$ cat src/rtl/x68k_ldr_sink.sv
// x68k_ldr_sink
// Responder end of the loader byte-write handshake. Bytes from the HPS
// loader are packed into big-endian 16-bit words and written one word at
// a time to the SDRAM arbiter's loader port. Each byte is acknowledged
// back to the loader exactly once.
//
// Optional feature: define LDR_CHECKSUM_EN to build the running byte sum
// on csum. Without it csum is tied to zero.
//
// Ports:
//   sysclk    system clock, rising edge
//   rstn      asynchronous active-low reset
//   ldr_aen   loader window open; falling edge flushes a held byte
//   ldr_addr  byte address (bit 0 = 0 is the even/upper byte)
//   ldr_wdat  byte data
//   ldr_wr    level request from the loader, held until ldr_ack
//   ldr_ack   one-cycle byte-commit pulse
//   ram_req   write request, held until ram_ack
//   ram_ack   one-cycle completion from the arbiter
//   ram_addr  word address
//   ram_wdat  word data, even byte in [15:8], disabled lanes zero
//   ram_be    byte enables, [1] upper / [0] lower
//   busy      high whenever the FSM is not in IDLE
//   csum      running byte sum (zero unless LDR_CHECKSUM_EN)
module x68k_ldr_sink #(
  parameter int ADDR_W = 20
) (
  input  logic              sysclk,
  input  logic              rstn,
  input  logic              ldr_aen,
  input  logic [ADDR_W-1:0] ldr_addr,
  input  logic [7:0]        ldr_wdat,
  input  logic              ldr_wr,
  output logic              ldr_ack,
  output logic              ram_req,
  input  logic              ram_ack,
  output logic [ADDR_W-2:0] ram_addr,
  output logic [15:0]       ram_wdat,
  output logic [1:0]        ram_be,
  output logic              busy,
  output logic [15:0]       csum
);

  typedef enum logic [1:0] {
    IDLE  = 2'd0,
    HOLD  = 2'd1,
    WRITE = 2'd2
  } state_t;

  state_t            state_q, state_d;
  logic              armed_q, armed_d;
  logic              ack_q, ack_d;
  logic [ADDR_W-2:0] hold_addr_q, hold_addr_d;
  logic [7:0]        hold_dat_q, hold_dat_d;
  logic              pend_q, pend_d;
  logic [ADDR_W-1:0] pend_addr_q, pend_addr_d;
  logic [7:0]        pend_dat_q, pend_dat_d;
  logic [ADDR_W-2:0] wr_addr_q, wr_addr_d;
  logic [15:0]       wr_dat_q, wr_dat_d;
  logic [1:0]        wr_be_q, wr_be_d;
  logic              owe_q, owe_d;

  logic              take;
  logic              accept;
  logic [ADDR_W-1:0] sel_addr;
  logic [7:0]        sel_dat;

  // armed blocks a still-high ldr_wr from being taken a second time
  assign take = ldr_wr & ldr_aen & armed_q;

  // In IDLE a byte left pending by a flush wins over a fresh request
  assign sel_addr = pend_q ? pend_addr_q : ldr_addr;
  assign sel_dat  = pend_q ? pend_dat_q  : ldr_wdat;

  always_ff @(posedge sysclk or negedge rstn) begin
    if (!rstn) begin
      state_q     <= IDLE;
      armed_q     <= 1'b1;
      ack_q       <= 1'b0;
      hold_addr_q <= '0;
      hold_dat_q  <= '0;
      pend_q      <= 1'b0;
      pend_addr_q <= '0;
      pend_dat_q  <= '0;
      wr_addr_q   <= '0;
      wr_dat_q    <= '0;
      wr_be_q     <= '0;
      owe_q       <= 1'b0;
    end else begin
      state_q     <= state_d;
      armed_q     <= armed_d;
      ack_q       <= ack_d;
      hold_addr_q <= hold_addr_d;
      hold_dat_q  <= hold_dat_d;
      pend_q      <= pend_d;
      pend_addr_q <= pend_addr_d;
      pend_dat_q  <= pend_dat_d;
      wr_addr_q   <= wr_addr_d;
      wr_dat_q    <= wr_dat_d;
      wr_be_q     <= wr_be_d;
      owe_q       <= owe_d;
    end
  end

  always_comb begin
    state_d     = state_q;
    armed_d     = armed_q;
    ack_d       = 1'b0;
    hold_addr_d = hold_addr_q;
    hold_dat_d  = hold_dat_q;
    pend_d      = pend_q;
    pend_addr_d = pend_addr_q;
    pend_dat_d  = pend_dat_q;
    wr_addr_d   = wr_addr_q;
    wr_dat_d    = wr_dat_q;
    wr_be_d     = wr_be_q;
    owe_d       = owe_q;
    accept      = 1'b0;

    case (state_q)
      IDLE: begin
        if (pend_q || take) begin
          accept = !pend_q;
          pend_d = 1'b0;
          if (!sel_addr[0]) begin
            hold_addr_d = sel_addr[ADDR_W-1:1];
            hold_dat_d  = sel_dat;
            ack_d       = 1'b1;
            state_d     = HOLD;
          end else begin
            // lone odd byte: its ack waits for the RAM write
            wr_addr_d = sel_addr[ADDR_W-1:1];
            wr_dat_d  = {8'h00, sel_dat};
            wr_be_d   = 2'b01;
            owe_d     = 1'b1;
            state_d   = WRITE;
          end
        end
      end

      HOLD: begin
        if (take) begin
          accept = 1'b1;
          if (ldr_addr[0] && (ldr_addr[ADDR_W-1:1] == hold_addr_q)) begin
            wr_addr_d = hold_addr_q;
            wr_dat_d  = {hold_dat_q, ldr_wdat};
            wr_be_d   = 2'b11;
            owe_d     = 1'b1;
          end else begin
            // flush the held byte; the new one waits and is acked from IDLE
            wr_addr_d   = hold_addr_q;
            wr_dat_d    = {hold_dat_q, 8'h00};
            wr_be_d     = 2'b10;
            owe_d       = 1'b0;
            pend_d      = 1'b1;
            pend_addr_d = ldr_addr;
            pend_dat_d  = ldr_wdat;
          end
          state_d = WRITE;
        end else if (!ldr_aen) begin
          wr_addr_d = hold_addr_q;
          wr_dat_d  = {hold_dat_q, 8'h00};
          wr_be_d   = 2'b10;
          owe_d     = 1'b0;
          state_d   = WRITE;
        end
      end

      WRITE: begin
        if (ram_ack) begin
          ack_d   = owe_q;
          owe_d   = 1'b0;
          state_d = IDLE;
        end
      end

      default: state_d = IDLE;
    endcase

    if (accept) armed_d = 1'b0;
    if (!ldr_wr) armed_d = 1'b1;
  end

  assign ldr_ack  = ack_q;
  assign ram_req  = (state_q == WRITE);
  assign ram_addr = wr_addr_q;
  assign ram_wdat = wr_dat_q;
  assign ram_be   = wr_be_q;
  assign busy     = (state_q != IDLE);

`ifdef LDR_CHECKSUM_EN
  logic        aen_q;
  logic [15:0] csum_q;

  // Sum restarts when a new loader window opens
  always_ff @(posedge sysclk or negedge rstn) begin
    if (!rstn) begin
      aen_q  <= 1'b0;
      csum_q <= '0;
    end else begin
      aen_q <= ldr_aen;
      if (ldr_aen && !aen_q)
        csum_q <= accept ? {8'h00, ldr_wdat} : 16'h0000;
      else if (accept)
        csum_q <= csum_q + {8'h00, ldr_wdat};
    end
  end

  assign csum = csum_q;
`else
  assign csum = 16'h0000;
`endif

endmodule

$ cat config.mk
export PLATFORM = sky130hd
export DESIGN_NAME = x68k_ldr_sink
export DESIGN_NICKNAME = d
export VERILOG_FILES = /design/src/rtl/x68k_ldr_sink.sv
export SDC_FILE = /design/constraint.sdc
export NUM_CORES = 1
export LEC_CHECK = 0
export CAP_MARGIN = 20
export CORE_MARGIN = 1
export CORE_UTILIZATION = 45
export CTS_BUF_LIST = sky130_fd_sc_hd__clkbuf_4
export CTS_CLUSTER_DIAMETER = 150
export DETAILED_ROUTE_END_ITERATION = 8
export GPL_TIMING_DRIVEN = 0
export PLACE_DENSITY_LB_ADDON = 0.08
export SLEW_MARGIN = 20
export SYNTH_ARGS = -nofsm -noshare
export SYNTH_HDL_FRONTEND = slang
export SYNTH_SLANG_ARGS = --single-unit
export TNS_END_PERCENT = 5
$ cat constraint.sdc
create_clock -name sysclk -period 2.31 [get_ports sysclk]
set_input_delay 0.3465 -clock sysclk [delete_from_list [all_inputs] [get_ports sysclk]]
set_output_delay 0.3465 -clock sysclk [all_outputs]
set_load 0.01 [all_outputs]
==> results.yml, run 1 <==
job:
  maxCapViolCount: 0
drt:
  firstDrtPassIters: 4
  drt_iter0_drc: 136
  route.antenna.remaining_nets: 0
  post_drt_via_cell_ratio: 5.122
  vias: 3411
  wl_um: 10850
  route.detailed.drc: 0
  wire_per_inst_um: 16.29
finish:
  n_fill_cell: 901
  areaGrowthSynthToFinish_pct: 24.28
  antenna_cells: 0
  fraction_of_layout_cells_with_a_size_suffix_above_1_pct: 11.63
  layout.cell_area.non_filler_um2: 5705
  instances_no_fill: 666
  layout.nets: 561
run_status:
  run_status: "finished, final reports clean"
sta:
  max_slew.worst_pin.slew_ps: 720.0
  peak_freq_mhz: 465.9
  timing.final.crit_share_pct: 92.91
  grt_setup_unrepaired: "no"
  slew_viol_final: 0
  setup_tns_ps: 0
  clock-skew-final_ps: 23.21
  final-setup-viol-count: 0
  count_of_endpoints_failing_hold_in_the_final_timing_report: 0
  slew_headroom_pct: 51.82
  final_period_minus_worst_setup_slack_ps: 2146
placed_design:
  place_hpwl_um: 7524
  gp_routability_congestion: 0.7844
  placed_cells_incl_taps: 649
  placement.cell_area_um2: 5563
  number_of_port_buffers: 72
pwr:
  peakVddDrop_mv: 0.4535
  power.density_cell_area_nw_per_um2: 1092
  internal_power_w: 0.004094
  power.share.combinational_pct: 37.8
  pwr-share-seq_pct: 47.6
  switching_share_pct: 34.29
  power.static_leakage_nw: 2.534
  p_sw_w: 0.002136
  clkPwrFrac_pct: 14.6
floorplanning:
  effective_utilization_at_floorplan_pct: 46.75
  chipWidth_um: 103
  floorplan.die_area_um2: 10610
  die_height_um: 103
  placeableCoreArea_um2: 9819
  rows: 36
  ios: 89
worst_setup_path:
  wp_data_required_ps: 2630
  crit_cells: 6
  r2r_start: "armed_q"
  crit_fanout: 10
  timing.critical_path.slowest_stage_cell: "sky130_fd_sc_hd__dfstp_2"
  worst-r2r-cell-count: 6
  critPathArrivalTime_ps: 2470
  worst-setup-path-type: "register to register"
  timing.reg2reg.setup_slack_ps: 160
  worstSetupEndpointType: "register"
  worst_setup_path_start_kind: "register"
  regToRegEndpoint: "pend_addr_q[11]"
  cp.buffers_inverters: 2
  critical_path.max_stage_delay_ps: 560
  timing.critical_path.cells: "nand3_1 > nor2_4 > a21boi_1 > buf_6 > buf_8 > mux2_4"
  timing.critical_path.max_delay_family: "flip-flops"
clocking:
  postCtsSetupBuffers: 0
  cts_tree: "built"
  cts-htree-levels: 3
  max-clock-path-buffers: 2
  postCtsHoldBufs: 1
  later_pin_clock_latency_in_the_skew_report_ps: 450
  num_cts_buffers: 9
  clock_tree.root_cell: "sky130_fd_sc_hd__clkbuf_4"
  clk_transition_reported_paths_ps: 150
  ctsResizeCount: 0
  tritoncts_num_sinks: 98
synth:
  yosys.area_share.xor_xnor_pct: 3.625
  synthMuxAreaShare_pct: 13.49
  synthTopCellsByArea: "sky130_fd_sc_hd__dfrtp_1, sky130_fd_sc_hd__mux2i_1, sky130_fd_sc_hd__o21ai_1"
  synthesis.area_um2: 4591
  yosys.area_share.adder_pct: 0
  yosys_warnings: 0
  synth_simple_gate_area_share_pct: 10.25
  synth_seq_area_share_pct: 53.45
  synth_top_area_share_pct: 52.88
  synthesis.instances: 428
  ys_ff_latch: 98
  mean_cell_area_of_the_mapped_netlist_um2: 10.73
  synth_top_family_by_area: "multiplexers"
  synth_compound_area_share_pct: 13.16
  yosysTopAreaCell: "sky130_fd_sc_hd__dfrtp_1"
  synth.distinct_cells: 34
grt:
  gr-usage-met1_pct: 33.27
  remaining_global_route_overflow: 0
  gr-usage-met3_pct: 4.000
  grt_pass1_wl_um: 17580
  gr-usage-met2_pct: 33.54
  largest_net_degree_at_the_start_of_global_routing: 61
  grt_busiest_layer: "met2"
  first_global_vias: 3308
  antenna_found_initial: 0
  grt_util_all_layers_pct: 22.41
hold_path:
  worst_hold_path_type: "primary input to asynchronous set/reset pin"
worst max path at each step:
stage               startpoint               to
finish                 armed_q  pend_addr_q[11]
detailed placement      ldr_wr  pend_addr_q[11]
global placement          rstn      ram_wdat[4]
global route           armed_q  pend_addr_q[11]
floorplan              armed_q  pend_addr_q[10]
CTS                 state_q[0]          ram_req
power by group through the flow:
| stage | Combinational, W | Sequential (W) | Clock, W |
|---|---|---|---|
| after floorplan | 0.00125 | 0.00303 | 0 |
| after global placement | 0.00232 | 0.00297 | 0 |
| after detailed placement | 0.00237 | 0.00301 | 0 |
| after CTS | 0.00239 | 0.00297 | 0.000927 |
| after global routing | 0.00263 | 0.00307 | 0.000988 |
| final | 0.00236 | 0.00297 | 0.000907 |
cell type report:
type,instances,area [um2],share of cell area [%]
Clock buffer,10,75.07,1.316
Clock inverter,6,57.56,1.009
Sequential cell,98,2454,43.00
Timing Repair Buffer,74,759.5,13.31
Inverter,3,11.26,0.1974
Tap cell,133,166.4,2.917
Buffer,43,261.5,4.583
Multi-Input combinational cell,299,1921,33.66
placed cells by master, fill, tap and decap left out, drive strengths merged:
cell / count
a21boi: 2
a21o: 2
a21oi: 21
a221o: 1
a22o: 8
a32oi: 8
and2: 8
buf: 35
bufinv: 1
clkbuf: 20
clkdlybuf4s50: 71
clkinv: 3
clkinvlp: 2
conb: 16
dfrtp: 97
dfstp: 1
dlygate4sd3: 1
inv: 3
mux2: 28
mux2i: 27
nand2: 54
nand2b: 4
nand3: 1
nand3b: 1
nand4: 5
nor2: 25
nor2b: 4
nor3: 2
o2111ai: 1
o21ai: 62
xnor2: 19
flip-flops by register name, summed over array words and instances (netlist names):
signal / cells
armed_q: 1
hold_addr_q: 19
hold_dat_q: 8
ldr_ack: 1
owe_q: 1
pend_addr_q: 20
pend_dat_q: 8
pend_q: 1
ram_addr: 19
ram_be: 2
ram_wdat: 16
state_q: 2
kinds of logic after synthesis:
kind of cell    count (synthesis)
flops                          98
other cells                     1
buf+inv                        46
xor+xnor                       19
mux                            55
simple gates                  104
compound gates                105
layer usage:
metal / routed length, um / vias to the layer above / part of all wire [%]
met5: 0 / - / 0
met1: 5291 / 1681 / 49
li1: - / 1642 / -
met4: 123 / 0 / 1.1
met3: 394 / 12 / 3.6
met2: 5041 / 76 / 46
cell usage after synthesis:
| master | count |
|---|---|
| sky130_fd_sc_hd__dfrtp_1 | 97 |
| sky130_fd_sc_hd__nand2_1 | 54 |
| sky130_fd_sc_hd__o21ai_1 | 52 |
| sky130_fd_sc_hd__mux2i_1 | 27 |
| sky130_fd_sc_hd__nor2_1 | 24 |
| sky130_fd_sc_hd__a21oi_1 | 21 |
| sky130_fd_sc_hd__mux2_1 | 19 |
| sky130_fd_sc_hd__xnor2_1 | 19 |
| sky130_fd_sc_hd__buf_4 | 17 |
| sky130_fd_sc_hd__buf_2 | 14 |
| sky130_fd_sc_hd__clkbuf_1 | 10 |
| sky130_fd_sc_hd__o21ai_0 | 10 |
| sky130_fd_sc_hd__mux2_4 | 9 |
| sky130_fd_sc_hd__a22o_1 | 8 |
| sky130_fd_sc_hd__a32oi_1 | 8 |
| sky130_fd_sc_hd__and2_1 | 8 |
| sky130_fd_sc_hd__nand4_1 | 5 |
| sky130_fd_sc_hd__nor2b_1 | 4 |
| sky130_fd_sc_hd__inv_1 | 3 |
| sky130_fd_sc_hd__nand2b_1 | 3 |
| sky130_fd_sc_hd__a21boi_1 | 2 |
| sky130_fd_sc_hd__a21o_1 | 2 |
| sky130_fd_sc_hd__a221o_1 | 1 |
| sky130_fd_sc_hd__buf_6 | 1 |
| sky130_fd_sc_hd__buf_8 | 1 |
| sky130_fd_sc_hd__conb_1 | 1 |
| sky130_fd_sc_hd__dfstp_2 | 1 |
| sky130_fd_sc_hd__nand2b_4 | 1 |
| sky130_fd_sc_hd__nand3_1 | 1 |
| sky130_fd_sc_hd__nand3b_1 | 1 |
| sky130_fd_sc_hd__nor2_4 | 1 |
| sky130_fd_sc_hd__nor3_1 | 1 |
| sky130_fd_sc_hd__nor3_2 | 1 |
| sky130_fd_sc_hd__o2111ai_1 | 1 |
metrics by stage:
step / setup WS, ps / power (W) / util (%) / hold WS [ps]
floorplan: 476.7 / 0.004278 / - / 50.91
global placement: -2932 / 0.005296 / 56.36 / 462.7
detailed placement: -139.9 / 0.005381 / 56.65 / 282.8
CTS: 140.8 / 0.006280 / 58.10 / 340.0
global route: 64.80 / 0.006690 / 58.10 / 369.8
finish: 163.8 / 0.006230 / 58.10 / 362.7
Power figures use the tool's default switching activity.
==> run 2: changes to the inputs <==
RECOVER_POWER = 100   (was default)
==> results.yml, run 2 (synthesis results as in run 1) <==
sta:
  max_slew.worst_pin.slew_ps: 1047
  count_of_endpoints_failing_hold_in_the_final_timing_report: 0
  clock-skew-final_ps: 23.89
  peak_freq_mhz: 457.0
  timing.final.crit_share_pct: 94.73
  final-setup-viol-count: 0
  grt_setup_unrepaired: "no"
  final_period_minus_worst_setup_slack_ps: 2188
  post-route-worst-setup-slack_ps: 121.8
  slew_headroom_pct: 30.20
  slew_viol_final: 0
drt:
  drt_iter0_drc: 111
  route.detailed.drc: 0
  firstDrtPassIters: 4
  route.antenna.remaining_nets: 0
  wl_um: 10820
  post_drt_via_cell_ratio: 5.158
  wire_per_inst_um: 16.24
  vias: 3435
run_status:
  run_status: "finished, final reports clean"
grt:
  antenna_found_initial: 0
  first_global_vias: 3308
  remaining_global_route_overflow: 0
  largest_net_degree_at_the_start_of_global_routing: 61
  grt_pass1_wl_um: 17580
  grt_util_all_layers_pct: 22.41
pwr:
  power.density_cell_area_nw_per_um2: 1061
  peakVddDrop_mv: 0.4499
  power.static_leakage_nw: 2.598
placed_design:
  placement.cell_area_um2: 5563
  number_of_port_buffers: 72
  placement.setup.worst_slack_ps: -139.9
  gp_routability_congestion: 0.7844
  place_hpwl_um: 7524
floorplanning:
  chipWidth_um: 103
  rows: 36
  floorplan.die_area_um2: 10610
  die_height_um: 103
  placeableCoreArea_um2: 9819
  effective_utilization_at_floorplan_pct: 46.75
  ios: 89
finish:
  areaGrowthSynthToFinish_pct: 23.39
  layout.cell_area.non_filler_um2: 5664
  top_register: "pend_addr_q"
  finalCoreUtilization_pct: 57.68
  layout.cells.most_common_list: "sky130_fd_sc_hd__dfrtp_1, sky130_fd_sc_hd__nand2_1, sky130_fd_sc_hd__o21ai_0"
  layout.cells.most_common: "sky130_fd_sc_hd__dfrtp_1"
  layout.nets: 561
  largest_register_ff_count: 20
  fraction_of_layout_cells_with_a_size_suffix_above_1_pct: 9.756
  antenna_cells: 0
worst_setup_path:
  critPathArrivalTime_ps: 1840
  worst-setup-path-type: "register to output pin"
  worstSetupEndpointType: "output pin"
  crit_fanout: 10
  worst_setup_path_start_kind: "register"
  wp_data_required_ps: 1960
clocking:
  max-clock-path-buffers: 2
  later_pin_clock_latency_in_the_skew_report_ps: 450
  tritoncts_num_sinks: 98
  clk_transition_reported_paths_ps: 150
  postCtsSetupBuffers: 0
  cts-htree-levels: 3
  clock_tree.root_cell: "sky130_fd_sc_hd__clkbuf_4"
  cts_tree: "built"
  num_cts_buffers: 9
hold_path:
  worst_hold_path_type: "primary input to register"
job:
  maxCapViolCount: 0
## run 2: changes by cell type in the layout (fill, tap and decap cells not counted), moves of 6 or more
cell	change
sky130_fd_sc_hd__clkbuf_2	+7
sky130_fd_sc_hd__buf_2	-6
sky130_fd_sc_hd__mux2_1	+8
sky130_fd_sc_hd__mux2_4	-8
sky130_fd_sc_hd__clkdlybuf4s50_1	-38
sky130_fd_sc_hd__o21ai_1	-44
sky130_fd_sc_hd__dlygate4sd3_1	+38
sky130_fd_sc_hd__o21ai_0	+44
## run 2: per-layer routing
layer | global-route usage (%) | up-vias | wire length (um)
met2 | 33.54 | 78 | 5110
met1 | 33.27 | 1702 | 5188
met3 | 4.000 | 8 | 423
met5 | 0 | - | 0
li1 | - | 1647 | -
met4 | 6.609 | 0 | 92
## run 2: through the flow
stage | power, W | hold WS (ps) | setup TNS [ps] | instances
2_1_floorplan | 0.004278 | 50.91 | 0 | 443
3_3_place_gp | 0.005296 | 462.7 | -286180 | 648
3_5_place_dp | 0.005381 | 282.8 | -1684 | 649
4_1_cts | 0.006280 | 340.0 | 0 | 666
5_1_grt | 0.006460 | 446.9 | 0 | 666
6_report | 0.006007 | 443.0 | 0 | 666
## run 2: worst max-delay path, cell delays in order (launching register included)
cell	delay, ps
sky130_fd_sc_hd__dfrtp_1	390
sky130_fd_sc_hd__clkbuf_2	200
sky130_fd_sc_hd__nand2b_1	220
sky130_fd_sc_hd__inv_1	70
sky130_fd_sc_hd__clkdlybuf4s50_1	520
## run 2: power breakdown
group	total, W	internal (W)	switching (W)	leakage (nW)
registers	0.00295	0.00248	0.000471	1.25
clock network	0.000911	0.000334	0.000577	0.0675
logic	0.00215	0.00109	0.00105	1.28
## run 2: final timing paths
path                                    to  slack, ps  cells past startpoint           start
setup / recovery                   ram_req        120                      4      state_q[0]
hold / removal                     armed_q        440                      2          ldr_wr
setup reg to reg           pend_addr_q[11]        140                      7  hold_addr_q[7]
hold reg to reg               ram_addr[16]        490                      2    ram_addr[16]
max in group asynchronous    hold_dat_q[1]        870                      3            rstn
min in group asynchronous  pend_addr_q[12]        600                      2            rstn
## run 2: area by class of cell
| class | count | area [um2] |
|---|---|---|
| multi-input cells | 299 | 1886 |
| clock buffers | 10 | 75.07 |
| flip-flops and latches | 98 | 2454 |
| repair buffers | 74 | 753.2 |
| plain buffers | 43 | 261.5 |
| inverters | 3 | 11.26 |
| well taps | 133 | 166.4 |
| clock inverters | 6 | 57.56 |
| fillers | 915 | 4155 |
## run 2: timing repair
| item | 4_1_cts | 5_1_grt |
|---|---|---|
| setup endpoints to repair | 0 | 0 |
| gates resized for setup | 0 | 0 |
| endpoints found under the hold margin | 37 | 0 |
| hold buffers | 1 | 0 |
==> run 3: changes to the inputs <==
CAP_MARGIN = 10   (was 20)
MAX_ROUTING_LAYER = met4   (was default)
SLEW_MARGIN = 40   (was 20)
==> results.yml, run 3 (synthesis results as in run 1) <==
run_status:
  run_status: "finished, final reports clean"
worst_setup_path:
  wp_data_required_ps: 2650
  worst-setup-path-type: "register to register"
  r2r_start: "armed_q"
  worstSetupEndpointType: "register"
  critPathArrivalTime_ps: 2510
  cp-startpoint: "armed_q"
  crit_fanout: 10
  worst_setup_path_start_kind: "register"
placed_design:
  number_of_port_buffers: 72
  gp_routability_congestion: 0.7953
  place_hpwl_um: 7512
  placement.cell_area_um2: 5567
drt:
  route.detailed.drc: 0
  firstDrtPassIters: 4
  wl_um: 10870
  route.antenna.remaining_nets: 0
  drt_iter0_drc: 135
  wire_per_inst_um: 16.32
  post_drt_via_cell_ratio: 5.227
  vias: 3481
sta:
  slew_viol_final: 0
  max_slew.worst_pin.slew_ps: 1041
  clock-skew-final_ps: 22.18
  slew_headroom_pct: 30.61
  final_period_minus_worst_setup_slack_ps: 2172
  final-setup-viol-count: 0
  grt_setup_unrepaired: "no"
  count_of_endpoints_failing_hold_in_the_final_timing_report: 0
  timing.final.crit_share_pct: 94.03
  setup_tns_ps: 0
  peak_freq_mhz: 460.4
grt:
  first_global_vias: 3317
  grt_pass1_wl_um: 17480
  largest_net_degree_at_the_start_of_global_routing: 61
  remaining_global_route_overflow: 0
  antenna_found_initial: 0
  grt_util_all_layers_pct: 23.00
hold_path:
  worst_hold_path_type: "primary input to register"
  min_from: "ldr_wr"
finish:
  antenna_cells: 0
  top_register: "pend_addr_q"
  n_fill_cell: 883
  fraction_of_layout_cells_with_a_size_suffix_above_1_pct: 11.26
  layout.cells.most_common_list: "sky130_fd_sc_hd__dfrtp_1, sky130_fd_sc_hd__nand2_1, sky130_fd_sc_hd__o21ai_0"
  layout.cell_area.non_filler_um2: 5718
  layout.cells.most_common: "sky130_fd_sc_hd__dfrtp_1"
  layout.nets: 561
  largest_register_ff_count: 20
  multi_input_area_um2: 1916
  seq_area_um2: 2454
  areaGrowthSynthToFinish_pct: 24.56
clocking:
  postCtsHoldBufs: 1
  cts_tree: "built"
  clk_transition_reported_paths_ps: 160
  clock_tree.root_cell: "sky130_fd_sc_hd__clkbuf_4"
  num_cts_buffers: 9
  ctsResizeCount: 0
  tritoncts_num_sinks: 98
  later_pin_clock_latency_in_the_skew_report_ps: 450
  cts-htree-levels: 3
  max-clock-path-buffers: 2
  postCtsSetupBuffers: 0
pwr:
  peakVddDrop_mv: 0.4785
  power.static_leakage_nw: 2.618
  total_power_w: 0.006179
  power.density_cell_area_nw_per_um2: 1081
floorplanning:
  die_height_um: 103
  rows: 36
  ios: 89
  floorplan.die_area_um2: 10610
  effective_utilization_at_floorplan_pct: 46.75
  chipWidth_um: 103
  placeableCoreArea_um2: 9819
job:
  maxCapViolCount: 0
run 3: through the flow:
step | hold WS (ps) | utilization, % | setup slack (ps) | instances
6_report | 434.7 | 58.23 | 138.0 | 666
5_1_grt | 446.0 | 58.23 | 34.55 | 666
4_1_cts | 339.4 | 58.44 | 134.2 | 666
3_5_place_dp | 247.8 | 56.69 | -148.1 | 649
3_3_place_gp | 462.7 | 56.36 | -2932 | 648
2_1_floorplan | 50.91 | - | 476.7 | 443
run 3: worst max-delay path, stage by stage, from the launching register on:
cell,delay [ps]
sky130_fd_sc_hd__dfstp_1,570
sky130_fd_sc_hd__nand3_1,220
sky130_fd_sc_hd__nor2_4,280
sky130_fd_sc_hd__a21boi_1,260
sky130_fd_sc_hd__buf_6,200
sky130_fd_sc_hd__buf_6,210
sky130_fd_sc_hd__mux2_4,310
run 3: path summary, 6_finish.rpt:
kind                       slack, ps  depth (start not counted)               to
min                              430                          2          armed_q
max reg2reg                      140                          6  pend_addr_q[12]
max in group asynchronous        850                          3  hold_addr_q[15]
min in group asynchronous        610                          2           pend_q
min reg2reg                      490                          2     ram_addr[16]
max                              140                          6  pend_addr_q[12]
run 3: power breakdown:
| part | internal [W] | leakage, nW | switching [W] | total (W) |
|---|---|---|---|---|
| logic | 0.00115 | 1.29 | 0.00106 | 0.00220 |
| registers | 0.00248 | 1.25 | 0.000471 | 0.00295 |
| clock network | 0.000438 | 0.0835 | 0.000586 | 0.00102 |
| total | 0.00406 | 2.62 | 0.00212 | 0.00618 |
run 3: area by class of cell:
cell class,count,area share (%)
clock inverters,7,1.641
flip-flops and latches,98,42.91
plain buffers,43,4.486
multi-input cells,299,33.50
clock buffers,9,1.182
well taps,133,2.910
inverters,3,0.1969
repair buffers,74,13.17
run 3: layer usage:
layer	up-vias	part of all wire, %	track usage, %
met4	0	1.6	7.692
met1	1727	47	32.98
li1	1647	-	-
met3	17	4.2	3.322
met5	-	0	-
met2	90	47	33.49
